**config.mk**
```make
export PLATFORM = sky130hd
export DESIGN_NAME = pcie_ep_cfg_responder
export DESIGN_NICKNAME = d
export VERILOG_FILES = /design/src/rtl/pcie_ep_cfg_pkg.sv /design/src/rtl/pcie_ep_cfg_msi_cap.sv /design/src/rtl/pcie_ep_cfg_responder.sv
export SDC_FILE = /design/constraint.sdc
export NUM_CORES = 1
export LEC_CHECK = 0
export ABC_CLOCK_PERIOD_IN_PS = 3070
export CAP_MARGIN = 10
export CORE_ASPECT_RATIO = 2
export CORE_MARGIN = 3
export CORE_UTILIZATION = 40
export DETAILED_ROUTE_END_ITERATION = 7
export PLACE_DENSITY = 0.79
export SLEW_MARGIN = 20
export SYNTH_ARGS = -nofsm -noshare
export SYNTH_HDL_FRONTEND = slang
export SYNTH_SLANG_ARGS = --single-unit
```
**constraint.sdc**
```tcl
create_clock -name clk -period 3.07 [get_ports clk]
set_clock_uncertainty 0.2 [all_clocks]
set_input_delay 0.7675 -clock clk [delete_from_list [all_inputs] [get_ports clk]]
set_output_delay 0.7675 -clock clk [all_outputs]
set_load 0.01 [all_outputs]
```
**src/rtl/pcie_ep_cfg_pkg.sv**
```systemverilog
// Shared types, register offsets and helpers for the endpoint Type-0 config responder.
package pcie_ep_cfg_pkg;

  typedef enum logic [2:0] {
    CPL_SC = 3'b000,
    CPL_UR = 3'b001
  } cpl_status_e;

  typedef enum logic [1:0] {
    IDLE,
    ACCESS,
    CPL
  } state_e;

  localparam logic [9:0] DW_ID         = 10'h000;
  localparam logic [9:0] DW_CMD_STATUS = 10'h001;
  localparam logic [9:0] DW_CLASS_REV  = 10'h002;
  localparam logic [9:0] DW_BAR0       = 10'h004;
  localparam logic [9:0] DW_CAP_PTR    = 10'h00D;
  localparam logic [9:0] DW_INT        = 10'h00F;
  localparam logic [9:0] DW_MSI_CTL    = 10'h014;
  localparam logic [9:0] DW_MSI_ADDR   = 10'h015;
  localparam logic [9:0] DW_MSI_DATA   = 10'h016;

  localparam logic [7:0] MSI_CAP_PTR = 8'h50;
  localparam logic [7:0] MSI_CAP_ID  = 8'h05;

  // Byte-enable merge of write data into an existing DW value.
  function automatic logic [31:0] be_merge(input logic [31:0] old_val,
                                           input logic [31:0] wdata,
                                           input logic [3:0]  be);
    logic [31:0] r;
    r = old_val;
    for (int i = 0; i < 4; i++) begin
      if (be[i]) r[8*i +: 8] = wdata[8*i +: 8];
    end
    return r;
  endfunction

endpackage

```
**src/rtl/pcie_ep_cfg_msi_cap.sv**
```systemverilog
// MSI capability (single vector, 32-bit address) storage and read mux for the config responder.
module pcie_ep_cfg_msi_cap
  import pcie_ep_cfg_pkg::*;
(
  input  logic        clk,
  input  logic        rst_n,
  input  logic        wr_en_i,
  input  logic [9:0]  reg_num_i,
  input  logic [3:0]  be_i,
  input  logic [31:0] wdata_i,
  output logic [31:0] rdata_o,
  output logic        msi_enable_o,
  output logic [31:0] msi_addr_o,
  output logic [15:0] msi_data_o
);

  logic        enable_q;
  logic [31:2] addr_q;
  logic [15:0] data_q;

  always_ff @(posedge clk or negedge rst_n) begin
    if (!rst_n) begin
      enable_q <= 1'b0;
      addr_q   <= '0;
      data_q   <= '0;
    end else if (wr_en_i) begin
      case (reg_num_i)
        DW_MSI_CTL: begin
          if (be_i[2]) enable_q <= wdata_i[16];
        end
        DW_MSI_ADDR: begin
          if (be_i[0]) addr_q[7:2]   <= wdata_i[7:2];
          if (be_i[1]) addr_q[15:8]  <= wdata_i[15:8];
          if (be_i[2]) addr_q[23:16] <= wdata_i[23:16];
          if (be_i[3]) addr_q[31:24] <= wdata_i[31:24];
        end
        DW_MSI_DATA: begin
          if (be_i[0]) data_q[7:0]  <= wdata_i[7:0];
          if (be_i[1]) data_q[15:8] <= wdata_i[15:8];
        end
        default: ;
      endcase
    end
  end

  always_comb begin
    rdata_o = '0;
    case (reg_num_i)
      DW_MSI_CTL:  rdata_o = {15'b0, enable_q, 8'h00, MSI_CAP_ID};
      DW_MSI_ADDR: rdata_o = {addr_q, 2'b00};
      DW_MSI_DATA: rdata_o = {16'h0000, data_q};
      default:     rdata_o = '0;
    endcase
  end

  assign msi_enable_o = enable_q;
  assign msi_addr_o   = {addr_q, 2'b00};
  assign msi_data_o   = data_q;

endmodule

```
**src/rtl/pcie_ep_cfg_responder.sv**
```systemverilog
// Endpoint Type-0 config space completer: one completion per CfgRd0/CfgWr0 request.
// Optional MSI capability is built when PCIE_EP_MSI_CAP_EN is defined.
module pcie_ep_cfg_responder
  import pcie_ep_cfg_pkg::*;
#(
  parameter logic [15:0] VENDOR_ID      = 16'h1234,
  parameter logic [15:0] DEVICE_ID      = 16'h0001,
  parameter logic [31:0] CLASS_REV      = 32'h0580_0001,
  parameter int unsigned BAR0_SIZE_LOG2 = 12
) (
  input  logic        clk,
  input  logic        rst_n,
  input  logic        req_valid_i,
  output logic        req_ready_o,
  input  logic        req_write_i,
  input  logic [9:0]  req_reg_num_i,
  input  logic [2:0]  req_func_num_i,
  input  logic [12:0] req_bus_dev_i,
  input  logic [3:0]  req_be_i,
  input  logic [31:0] req_wdata_i,
  input  logic [7:0]  req_tag_i,
  input  logic [15:0] req_requester_id_i,
  output logic        cpl_valid_o,
  input  logic        cpl_ready_i,
  output logic [2:0]  cpl_status_o,
  output logic        cpl_has_data_o,
  output logic [31:0] cpl_data_o,
  output logic [7:0]  cpl_tag_o,
  output logic [15:0] cpl_requester_id_o,
  output logic [15:0] cpl_completer_id_o,
  output logic        cmd_mem_en_o,
  output logic        cmd_bus_master_en_o,
  output logic        cmd_intx_disable_o,
  output logic [31:0] bar0_base_o,
  input  logic        intx_pending_i,
  output logic        msi_enable_o,
  output logic [31:0] msi_addr_o,
  output logic [15:0] msi_data_o
);

  localparam logic [31:0] BAR0_MASK = ~((32'd1 << BAR0_SIZE_LOG2) - 32'd1);

  state_e      state_q;
  logic        req_ready_q;
  logic        write_q;
  logic [9:0]  reg_num_q;
  logic [2:0]  func_q;
  logic [12:0] bus_dev_in_q;
  logic [3:0]  be_q;
  logic [31:0] wdata_q;
  logic [7:0]  tag_q;
  logic [15:0] rid_q;
  logic [12:0] bus_dev_q;
  logic        cpl_valid_q;
  cpl_status_e cpl_status_q;
  logic        cpl_has_data_q;
  logic [31:0] cpl_data_q;
  logic [7:0]  cpl_tag_q;
  logic [15:0] cpl_rid_q;
  logic [15:0] cpl_cid_q;
  logic        cmd_mem_q;
  logic        cmd_bm_q;
  logic        cmd_intx_q;
  logic [31:0] bar0_q;
  logic [7:0]  int_line_q;
  logic [31:0] rd_data_d;
  logic [31:0] msi_rdata;
  logic        access_wr;

  assign access_wr = (state_q == ACCESS) && write_q && (func_q == 3'd0);

`ifdef PCIE_EP_MSI_CAP_EN
  localparam logic [7:0] CAP_PTR  = MSI_CAP_PTR;
  localparam logic       CAP_LIST = 1'b1;

  pcie_ep_cfg_msi_cap u_msi_cap (
    .clk          (clk),
    .rst_n        (rst_n),
    .wr_en_i      (access_wr),
    .reg_num_i    (reg_num_q),
    .be_i         (be_q),
    .wdata_i      (wdata_q),
    .rdata_o      (msi_rdata),
    .msi_enable_o (msi_enable_o),
    .msi_addr_o   (msi_addr_o),
    .msi_data_o   (msi_data_o)
  );
`else
  localparam logic [7:0] CAP_PTR  = 8'h00;
  localparam logic       CAP_LIST = 1'b0;

  assign msi_rdata    = '0;
  assign msi_enable_o = 1'b0;
  assign msi_addr_o   = '0;
  assign msi_data_o   = '0;
`endif

  // Read mux sees register values from before any write in the same access.
  always_comb begin
    rd_data_d = '0;
    case (reg_num_q)
      DW_ID:         rd_data_d = {DEVICE_ID, VENDOR_ID};
      DW_CMD_STATUS: rd_data_d = {11'b0, CAP_LIST, intx_pending_i, 3'b0,
                                  5'b0, cmd_intx_q, 7'b0, cmd_bm_q, cmd_mem_q, 1'b0};
      DW_CLASS_REV:  rd_data_d = CLASS_REV;
      DW_BAR0:       rd_data_d = bar0_q;
      DW_CAP_PTR:    rd_data_d = {24'h0, CAP_PTR};
      DW_INT:        rd_data_d = {16'h0, 8'h01, int_line_q};
      default:       rd_data_d = msi_rdata;
    endcase
  end

  always_ff @(posedge clk or negedge rst_n) begin
    if (!rst_n) begin
      state_q        <= IDLE;
      req_ready_q    <= 1'b1;
      write_q        <= 1'b0;
      reg_num_q      <= '0;
      func_q         <= '0;
      bus_dev_in_q   <= '0;
      be_q           <= '0;
      wdata_q        <= '0;
      tag_q          <= '0;
      rid_q          <= '0;
      bus_dev_q      <= '0;
      cpl_valid_q    <= 1'b0;
      cpl_status_q   <= CPL_SC;
      cpl_has_data_q <= 1'b0;
      cpl_data_q     <= '0;
      cpl_tag_q      <= '0;
      cpl_rid_q      <= '0;
      cpl_cid_q      <= '0;
      cmd_mem_q      <= 1'b0;
      cmd_bm_q       <= 1'b0;
      cmd_intx_q     <= 1'b0;
      bar0_q         <= '0;
      int_line_q     <= '0;
    end else begin
      case (state_q)
        IDLE: begin
          if (req_valid_i && req_ready_q) begin
            write_q      <= req_write_i;
            reg_num_q    <= req_reg_num_i;
            func_q       <= req_func_num_i;
            bus_dev_in_q <= req_bus_dev_i;
            be_q         <= req_be_i;
            wdata_q      <= req_wdata_i;
            tag_q        <= req_tag_i;
            rid_q        <= req_requester_id_i;
            req_ready_q  <= 1'b0;
            state_q      <= ACCESS;
          end
        end
        ACCESS: begin
          cpl_valid_q <= 1'b1;
          cpl_tag_q   <= tag_q;
          cpl_rid_q   <= rid_q;
          state_q     <= CPL;
          if (func_q != 3'd0) begin
            cpl_status_q   <= CPL_UR;
            cpl_has_data_q <= 1'b0;
            cpl_data_q     <= '0;
            cpl_cid_q      <= {bus_dev_q, 3'b000};
          end else if (write_q) begin
            // Every function-0 write refreshes our bus/device number, even with no byte enables.
            bus_dev_q      <= bus_dev_in_q;
            cpl_status_q   <= CPL_SC;
            cpl_has_data_q <= 1'b0;
            cpl_data_q     <= '0;
            cpl_cid_q      <= {bus_dev_in_q, 3'b000};
            case (reg_num_q)
              DW_CMD_STATUS: begin
                if (be_q[0]) {cmd_bm_q, cmd_mem_q} <= wdata_q[2:1];
                if (be_q[1]) cmd_intx_q <= wdata_q[10];
              end
              DW_BAR0: bar0_q <= be_merge(bar0_q, wdata_q, be_q) & BAR0_MASK;
              DW_INT: begin
                if (be_q[0]) int_line_q <= wdata_q[7:0];
              end
              default: ;
            endcase
          end else begin
            cpl_status_q   <= CPL_SC;
            cpl_has_data_q <= 1'b1;
            cpl_data_q     <= rd_data_d;
            cpl_cid_q      <= {bus_dev_q, 3'b000};
          end
        end
        CPL: begin
          if (cpl_ready_i) begin
            cpl_valid_q <= 1'b0;
            req_ready_q <= 1'b1;
            state_q     <= IDLE;
          end
        end
        default: state_q <= IDLE;
      endcase
    end
  end

  assign req_ready_o         = req_ready_q;
  assign cpl_valid_o         = cpl_valid_q;
  assign cpl_status_o        = cpl_status_q;
  assign cpl_has_data_o      = cpl_has_data_q;
  assign cpl_data_o          = cpl_data_q;
  assign cpl_tag_o           = cpl_tag_q;
  assign cpl_requester_id_o  = cpl_rid_q;
  assign cpl_completer_id_o  = cpl_cid_q;
  assign cmd_mem_en_o        = cmd_mem_q;
  assign cmd_bus_master_en_o = cmd_bm_q;
  assign cmd_intx_disable_o  = cmd_intx_q;
  assign bar0_base_o         = bar0_q;

endmodule

```
==> results of run 1 <==
-- kinds of logic (layout without fill, tap and decap cells) --
family	after synthesis	count (layout)	share of synthesized area, %
mux	127	127	17.0
simple gates	171	171	9.12
other cells	1	69	0.0451
compound gates	58	58	5.24
flops	202	202	60.8
buf+inv	103	241	7.77
-- worst max-delay path: stages (launching register included) --
cell and delay (ns):
dfrtp_1 0.38, or4_4 0.55, nor3_1 0.39, nand4_1 0.53, mux2_2 0.45
-- cell type report --
cell class                 instances  area, µm²
sequential                       202       5060
timing repair buffer             200       2010
tap                              266        333
multi-input combinational        423       2870
clock buffer                      28        562
clock inverter                     8       92.6
inverter                           5       18.8
antenna                            2       5.00
fill                            1714       9510
-- routing by layer --
| layer | share of wire [%] | up-vias |
|---|---|---|
| li1 | - | 2499 |
| met1 | 35 | 2761 |
| met2 | 56 | 202 |
| met3 | 5.1 | 40 |
| met4 | 3.8 | 0 |
| met5 | 0 | - |
-- flip-flops by register name (all words and copies together), names as in the netlist, 2 cells and up --
| register | count |
|---|---|
| cpl_completer_id_o | 13 |
| wdata_q | 29 |
| tag_q | 8 |
| bus_dev_q | 13 |
| cpl_data_o | 31 |
| rid_q | 16 |
| cpl_tag_o | 8 |
| state_q | 2 |
| be_q | 4 |
| bar0_base_o | 20 |
| bus_dev_in_q | 13 |
| int_line_q | 8 |
| cpl_requester_id_o | 16 |
| reg_num_q | 10 |
| func_q | 3 |
-- layout by cell type, fill, tap and decap left out, types with 3 or more instances in the layout --
master	instances
nand2_1	131
a32o_1	4
inv_1	5
nor2_1	3
buf_12	4
a21o_1	5
a22o_1	22
mux2_2	114
mux2i_1	13
o21ai_0	17
dfrtp_1	201
nor3_1	7
buf_4	13
nand4_1	5
conb_1	67
nand2b_1	3
nand3_1	4
a21oi_1	3
clkinv_2	5
clkbuf_16	21
clkdlybuf4s50_1	182
clkbuf_1	6
a221o_1	3
-- stage by stage --
step | instances | util, %
after floorplan | 728 | -
after global placement | 1096 | 50.3
after detailed placement | 1096 | 50.3
after CTS | 1132 | 53.5
after global routing | 1134 | 53.5
final | 1134 | 53.5
-- power breakdown --
group / internal, mW / switching (mW) / total, mW
Combinational: 0.976 / 0.699 / 1.67
Sequential: 3.37 / 0.436 / 3.80
Clock: 1.45 / 0.999 / 2.45
Total: 5.79 / 2.13 / 7.93
-- worst paths after layout --
check,to,startpoint
worst max-delay path,bar0_base_o[27]$_DFFE_PN0P_,reg_num_q[5]$_DFFE_PN0P_
worst min-delay path,wdata_q[14]$_DFFE_PN0P_,rst_n
worst max register to register,bar0_base_o[27]$_DFFE_PN0P_,reg_num_q[5]$_DFFE_PN0P_
worst min register to register,cpl_tag_o[0]$_DFFE_PN0P_,tag_q[0]$_DFFE_PN0P_
max in group asynchronous,cpl_tag_o[2]$_DFFE_PN0P_,rst_n
min in group clk,cpl_tag_o[0]$_DFFE_PN0P_,tag_q[0]$_DFFE_PN0P_
==> impl_metrics.ini, run 1 <==
[run_status]
status = finished, final reports clean

[floorplanning]
initial_core_util_pct = 40.6
fp.dieW_um = 108
dieHeight_um = 210
ios = 254
die_area_mm2 = 0.0227
core_region_area_mm2 = 0.0205
row_count = 74

[pwr]
power_density_mw_per_mm2 = 724
p_total_mw = 7.93
ir_drop_mv = 0.580
p_leak_nw = 5.15

[global_routing]
antenna_found_initial = 2
grt_pass1_vias = 5630
gr-total-overflow = 0
grt.total_usage_pct = 17.7
top_usage_layer = met2
gr-usage-met2_pct = 32.7
grtUsageMet3_pct = 2.52
grt_first_pass_wirelength_um = 31000
met1_usage_pct = 19.4
grt_max_degree = 86

[finish]
final_nets = 944
drive_gt1_share_pct = 19.7
stdcell_area_mm2 = 0.0110
syn2layout_area_growth_pct = 31.8

[timing]
fin_hold_ws_ns = 0.0763
max_freq_ghz = 0.382
tns_ns = 0
worst_pin_slew_ns = 0.989
maxSlewViolCount = 0
min_period_ns = 2.62
rsz0062_at_grt = no
finalCritPeriodShare_pct = 85.3
setup_viol = 0
slew_headroom_pct = 34.1
hold_viol_final = 0
worst_slack_ns = 0.450

[worst_setup_path]
critical_path_required_ns = 3.25
ff2ff_path_depth = 4
arrival_ns = 2.80
worstPathMaxFanout = 8
critPathLaunchType = flip-flop
r2r_setup_slack_ns = 0.45
worst_setup_path_end_kind = flip-flop
critPathKind = flip-flop to flip-flop

[placement]
dpl.hpwl_um = 14100
gp_congestion = 0.781
placedInstanceArea_mm2 = 0.0103
pre_cts_slack_ns = 0.291
portBuffers = 183

[yosys]
yosys.area.top_type_share_pct = 60.5
synth_area_leader_cell = dfrtp_1
synth-seq-cells = 202
synth_edf_count = 0
synth-main-ff-cell = dfrtp_1
synth.distinct_cells = 40
yosysMostFrequentCell = dfrtp_1
ys_seq_area_share_pct = 60.8
synthTopCellsByArea = dfrtp_1 (61%), mux2_2 (15%), buf_4 (6.1%)
yosysWarnings = 0
syn-cell-area_mm2 = 0.00831
netlist_instances = 662
synthArstFlopShare_pct = 100
yosys-top-cells-count = dfrtp_1 (201), nand2_1 (131), mux2_2 (114)
syn_area_per_cell_um2 = 12.6

[route]
first_iter_violations = 187
routed_via_density = 4.85
ant_nets = 0
dr.pass1.iters = 4
drc = 0
wire_per_inst_um = 17.5
routed_wl_um = 19900
vias = 5502

[min_path]
min_path_type = input pin to async pin

[clock_tree]
cts_made_buffers = 20
h-tree-depth = 1
postCtsSetupRepairBufs = 0
cts_root_buf = clkbuf_16
cts_sinks = 202
clkLatencyLatePin_ns = 0.49
cts-hold-fix-buffers = 0
path_clk_slew_ns = 0.06
clockBufferDepth = 3
post_cts_resized = 0
cts_tree = yes

[job]
cap_violations = 0
Power figures use the tool's default switching activity.
==> run 2: changes to the inputs <==
--- a/config.mk
+++ b/config.mk
@@ -12,6 +12,8 @@
 export CORE_UTILIZATION = 40
 export DETAILED_ROUTE_END_ITERATION = 7
 export PLACE_DENSITY = 0.79
+export RECOVER_POWER = 100
+export REMOVE_ABC_BUFFERS = 1
 export SLEW_MARGIN = 20
 export SYNTH_ARGS = -nofsm -noshare
 export SYNTH_HDL_FRONTEND = slang
==> impl_metrics.ini, run 2 (same netlist as run 1, synthesis figures left out) <==
[clock_tree]
cts-hold-fix-buffers = 0
path_clk_slew_ns = 0.07
cts_made_buffers = 19
post_cts_resized = 0
clkLatencyLatePin_ns = 0.49
cts_tree = yes
postCtsSetupRepairBufs = 0
cts_root_buf = clkbuf_16
h-tree-depth = 1
clockBufferDepth = 3
cts_sinks = 202

[min_path]
min_path_type = flip-flop to flip-flop
min_path_cells = 2
holdPathEnd = cpl_requester_id_o[11]$_DFFE_PN0P_
hold_start = rid_q[11]$_DFFE_PN0P_

[worst_setup_path]
worst_setup_path_end_kind = flip-flop
regToRegStartpoint = reg_num_q[5]$_DFFE_PN0P_
ff2ff_path_depth = 5
critPathLaunchType = flip-flop
r2r_setup_slack_ns = 0.46
arrival_ns = 2.77
r2r_end = int_line_q[3]$_DFFE_PN0P_
critPathKind = flip-flop to flip-flop
worstPathMaxFanout = 8
critical_path_required_ns = 3.23

[global_routing]
gr-total-overflow = 0
antenna_found_initial = 2
grt_max_degree = 75
grt.total_usage_pct = 17.0
grt_first_pass_wirelength_um = 30200
grt_pass1_vias = 5496

[finish]
post-route-util_pct = 53.2
final_cell_mix = dfrtp_1 (201), nand2_1 (131), mux2_2 (114), dlygate4sd3_1 (97), clkdlybuf4s50_1 (85)
largest_reg_flops = 31
layout_commonest_cell = dfrtp_1
drive_gt1_share_pct = 18.8
syn2layout_area_growth_pct = 31.0
instances_no_fill = 1137
nFillCells = 1759
final_nets = 948

[pwr]
ir_drop_mv = 0.561
p_leak_nw = 5.42
power_density_mw_per_mm2 = 706
p_total_mw = 7.69

[route]
vias = 5478
routed_wl_um = 19100
drc = 0
first_iter_violations = 138
ant_nets = 0
dr.pass1.iters = 6
wire_per_inst_um = 16.8
routed_via_density = 4.82

[timing]
slew_headroom_pct = -30.7
fin_hold_ws_ns = 0.266
max_freq_ghz = 0.383
setup_viol = 0
rsz0062_at_grt = no
min_period_ns = 2.61
maxSlewViolCount = 72
finalCritPeriodShare_pct = 85.1
hold_viol_final = 0
worst_pin_slew_ns = 1.96
tns_ns = 0

[run_status]
violations = max-capacitance violations, max-slew violations
status = finished with violations

[floorplanning]
dieHeight_um = 210
fp.dieW_um = 108
die_area_mm2 = 0.0227
ios = 254
row_count = 74
core_region_area_mm2 = 0.0205
initial_core_util_pct = 40.6

[placement]
dpl.hpwl_um = 13700
gp_congestion = 0.788
place_inst = 1101
portBuffers = 183

[job]
cap_violations = 1
[run 2: cell types whose count changed in the layout (fill, tap and decap cells not counted), moves of 2 or more]
cell | previous run | this run
clkdlybuf4s50_1 | 182 | 85
dlygate4sd3_1 | 0 | 97
buf_4 | 13 | 7
clkbuf_1 | 6 | 12
clkinv_2 | 5 | 1
clkbuf_16 | 21 | 19
clkbuf_2 | 0 | 2
clkbuf_8 | 2 | 4
clkinv_4 | 0 | 2
clkinvlp_4 | 1 | 3
nor4_1 | 1 | 3
[run 2: worst max path at each step]
stage | startpoint | to | slack [ns] | cells after the start
2_1_floorplan | req_valid_i | be_q[1]$_DFFE_PN0P_ | -5.03 | 3
3_3_place_gp | req_valid_i | wdata_q[13]$_DFFE_PN0P_ | 0.30 | 5
3_5_place_dp | req_valid_i | wdata_q[17]$_DFFE_PN0P_ | 0.28 | 5
4_1_cts | reg_num_q[5]$_DFFE_PN0P_ | int_line_q[3]$_DFFE_PN0P_ | 0.51 | 5
5_1_grt | func_q[1]$_DFFE_PN0P_ | cpl_completer_id_o[4]$_DFFE_PN0P_ | 0.22 | 5
6_report | reg_num_q[5]$_DFFE_PN0P_ | int_line_q[3]$_DFFE_PN0P_ | 0.46 | 5
[run 2: report_power, final]
group	leakage, nW	total, mW	switching (mW)	internal [mW]
Clock	0.298	2.35	1.01	1.34
Sequential	2.69	3.77	0.411	3.36
Combinational	2.43	1.56	0.664	0.900
Total	5.42	7.69	2.09	5.60
[run 2: area by class of cell]
class                           instances  area [µm²]  area share (%)
Antenna cell                            2        5.00          0.0460
Clock inverter                          8        83.8           0.770
Inverter                                5        18.8           0.172
Sequential cell                       202        5060            46.4
Tap cell                              266         333            3.06
Clock buffer                           26         542            4.97
Multi-Input combinational cell        423        2830            26.0
Timing Repair Buffer                  205        2020            18.5
[run 2: metrics by stage]
stage          setup WS [ns]  area (µm²)
2_1_floorplan          -5.03        7930
3_3_place_gp           0.304       10300
3_5_place_dp           0.285       10300
4_1_cts                0.506       11000
5_1_grt                0.219       10900
6_report               0.458       10900
[run 2: layer usage]
| metal | vias up | part of all wire [%] | global-route usage [%] |
|---|---|---|---|
| met5 | - | 0 | 0 |
| met1 | 2741 | 36 | 19.6 |
| li1 | 2510 | - | - |
| met4 | 0 | 3.3 | 6.50 |
| met2 | 197 | 56 | 31.4 |
| met3 | 30 | 4.7 | 2.06 |
[run 2: critical path: stages (launching register included)]
cell and delay (ns):
dfrtp_1 0.38, or4_1 0.57, or3_1 0.46, nor4_1 0.29, buf_4 0.24, mux2_2 0.35
==> run 3: changes to the inputs <==
--- a/config.mk
+++ b/config.mk
@@ -9,9 +9,9 @@
 export CAP_MARGIN = 10
 export CORE_ASPECT_RATIO = 2
 export CORE_MARGIN = 3
-export CORE_UTILIZATION = 40
+export CORE_UTILIZATION = 25
 export DETAILED_ROUTE_END_ITERATION = 7
-export PLACE_DENSITY = 0.79
+export PLACE_DENSITY = 0.57
 export RECOVER_POWER = 100
 export REMOVE_ABC_BUFFERS = 1
 export SLEW_MARGIN = 20
==> impl_metrics.ini, run 3 (same netlist as run 1, synthesis figures left out) <==
[run_status]
status = finished with violations
violations = max-capacitance violations, max-slew violations

[finish]
drive_gt1_share_pct = 19.2
layout_commonest_cell = dfrtp_1
largest_reg_flops = 31
post-route-util_pct = 34.2
syn2layout_area_growth_pct = 33.7
final_cell_mix = dfrtp_1 (201), nand2_1 (131), mux2_2 (114), dlygate4sd3_1 (97), clkdlybuf4s50_1 (85)
nFillCells = 3238
instances_no_fill = 1306
final_nets = 954
stdcell_area_mm2 = 0.0111

[floorplanning]
row_count = 93
core_region_area_mm2 = 0.0325
ios = 254
dieHeight_um = 264
die_area_mm2 = 0.0356
initial_core_util_pct = 25.6
fp.dieW_um = 135

[global_routing]
grt_first_pass_wirelength_um = 33800
met1_usage_pct = 12.8
top_usage_layer = met2
grt_max_degree = 72
antenna_found_initial = 5
gr-usage-met2_pct = 23.3
gr-total-overflow = 0
grtUsageMet3_pct = 2.32
grt.total_usage_pct = 12.2
grt_pass1_vias = 5731

[timing]
worst_slack_ns = 0.201
hold_viol_final = 0
tns_ns = 0
worst_pin_slew_ns = 1.63
min_period_ns = 2.87
maxSlewViolCount = 135
rsz0062_at_grt = no
max_freq_ghz = 0.349
setup_viol = 0
slew_headroom_pct = -8.62
finalCritPeriodShare_pct = 93.5
fin_hold_ws_ns = 0.264

[pwr]
p_total_mw = 7.79
cellInternalPower_mw = 5.64
power_density_mw_per_mm2 = 700
seqPwrFrac_pct = 48.5
p_sw_share_pct = 27.6
p_switching_mw = 2.15
power_frac_comb_pct = 20.4
p_leak_nw = 5.43
ir_drop_mv = 0.406
clockPowerShare_pct = 31.1

[route]
routed_wl_um = 22000
routed_via_density = 4.19
dr.pass1.iters = 4
ant_nets = 0
vias = 5478
first_iter_violations = 247
wire_per_inst_um = 16.9
drc = 0

[clock_tree]
clockBufferDepth = 3
path_clk_slew_ns = 0.06
cts_sinks = 202
cts_root_buf = clkbuf_16
post_cts_resized = 0
cts_made_buffers = 20
h-tree-depth = 1
cts-hold-fix-buffers = 0
cts_tree = yes
postCtsSetupRepairBufs = 0
clkLatencyLatePin_ns = 0.50

[placement]
place_inst = 1267
dpl.hpwl_um = 15700
portBuffers = 183
pre_cts_slack_ns = 0.320
placedInstanceArea_mm2 = 0.0106
gp_congestion = 0.734

[worst_setup_path]
worstPathMaxFanout = 18
critPathLaunchType = input pin
critical_path_required_ns = 3.25
critPathKind = input pin to flip-flop
worst_setup_path_end_kind = flip-flop
arrival_ns = 3.05

[job]
cap_violations = 2

[min_path]
min_path_type = flip-flop to flip-flop
==> run 3: cell count changes in the layout (fill, tap and decap cells not counted), sizes merged <==
cell    delta
bufinv     -1
diode      +3
clkbuf     +8
inv        -1
buf        -1
==> run 3: worst paths after layout <==
check	start	to	slack (ns)	depth (start not counted)
max	req_valid_i	tag_q[0]$_DFFE_PN0P_	0.20	6
min	rid_q[1]$_DFFE_PN0P_	cpl_requester_id_o[1]$_DFFE_PN0P_	0.26	2
max reg2reg	reg_num_q[5]$_DFFE_PN0P_	int_line_q[3]$_DFFE_PN0P_	0.26	5
min reg2reg	rid_q[1]$_DFFE_PN0P_	cpl_requester_id_o[1]$_DFFE_PN0P_	0.26	2
max in group asynchronous	rst_n	cpl_data_o[23]$_DFFE_PN0P_	0.64	2
min in group asynchronous	rst_n	wdata_q[6]$_DFFE_PN0P_	0.47	1
==> run 3: power by group through the flow <==
stage | Clock, mW | Sequential [mW] | Combinational (mW)
finish | 2.42 | 3.77 | 1.59
global route | 2.63 | 3.88 | 1.75
CTS | 2.55 | 3.79 | 1.70
detailed placement | 0 | 3.84 | 1.69
global placement | 0 | 3.81 | 1.65
floorplan | 0 | 3.82 | 0.841
==> run 3: layer usage <==
metal	vias to the layer above	share of wire (%)
met1	2731	35
met2	185	56
met4	0	3.4
met3	31	5.4
li1	2531	-
met5	-	0
==> run 3: worst max-delay path: stages <==
cell           delay [ns]
dlygate4sd3_1        0.52
nand2b_1             0.07
nor3b_1              0.38
buf_12               0.22
clkbuf_1             0.67
mux2_2               0.42
==> run 3: final cells by class <==
| class | count | area [µm²] | area share [%] |
|---|---|---|---|
| Sequential cell | 202 | 5060 | 45.5 |
| Timing Repair Buffer | 210 | 2000 | 18.0 |
| Multi-Input combinational cell | 423 | 2860 | 25.7 |
| Tap cell | 427 | 534 | 4.81 |
| Inverter | 5 | 18.8 | 0.169 |
| Clock inverter | 6 | 37.5 | 0.338 |
| Clock buffer | 28 | 602 | 5.41 |
| Antenna cell | 5 | 12.5 | 0.113 |
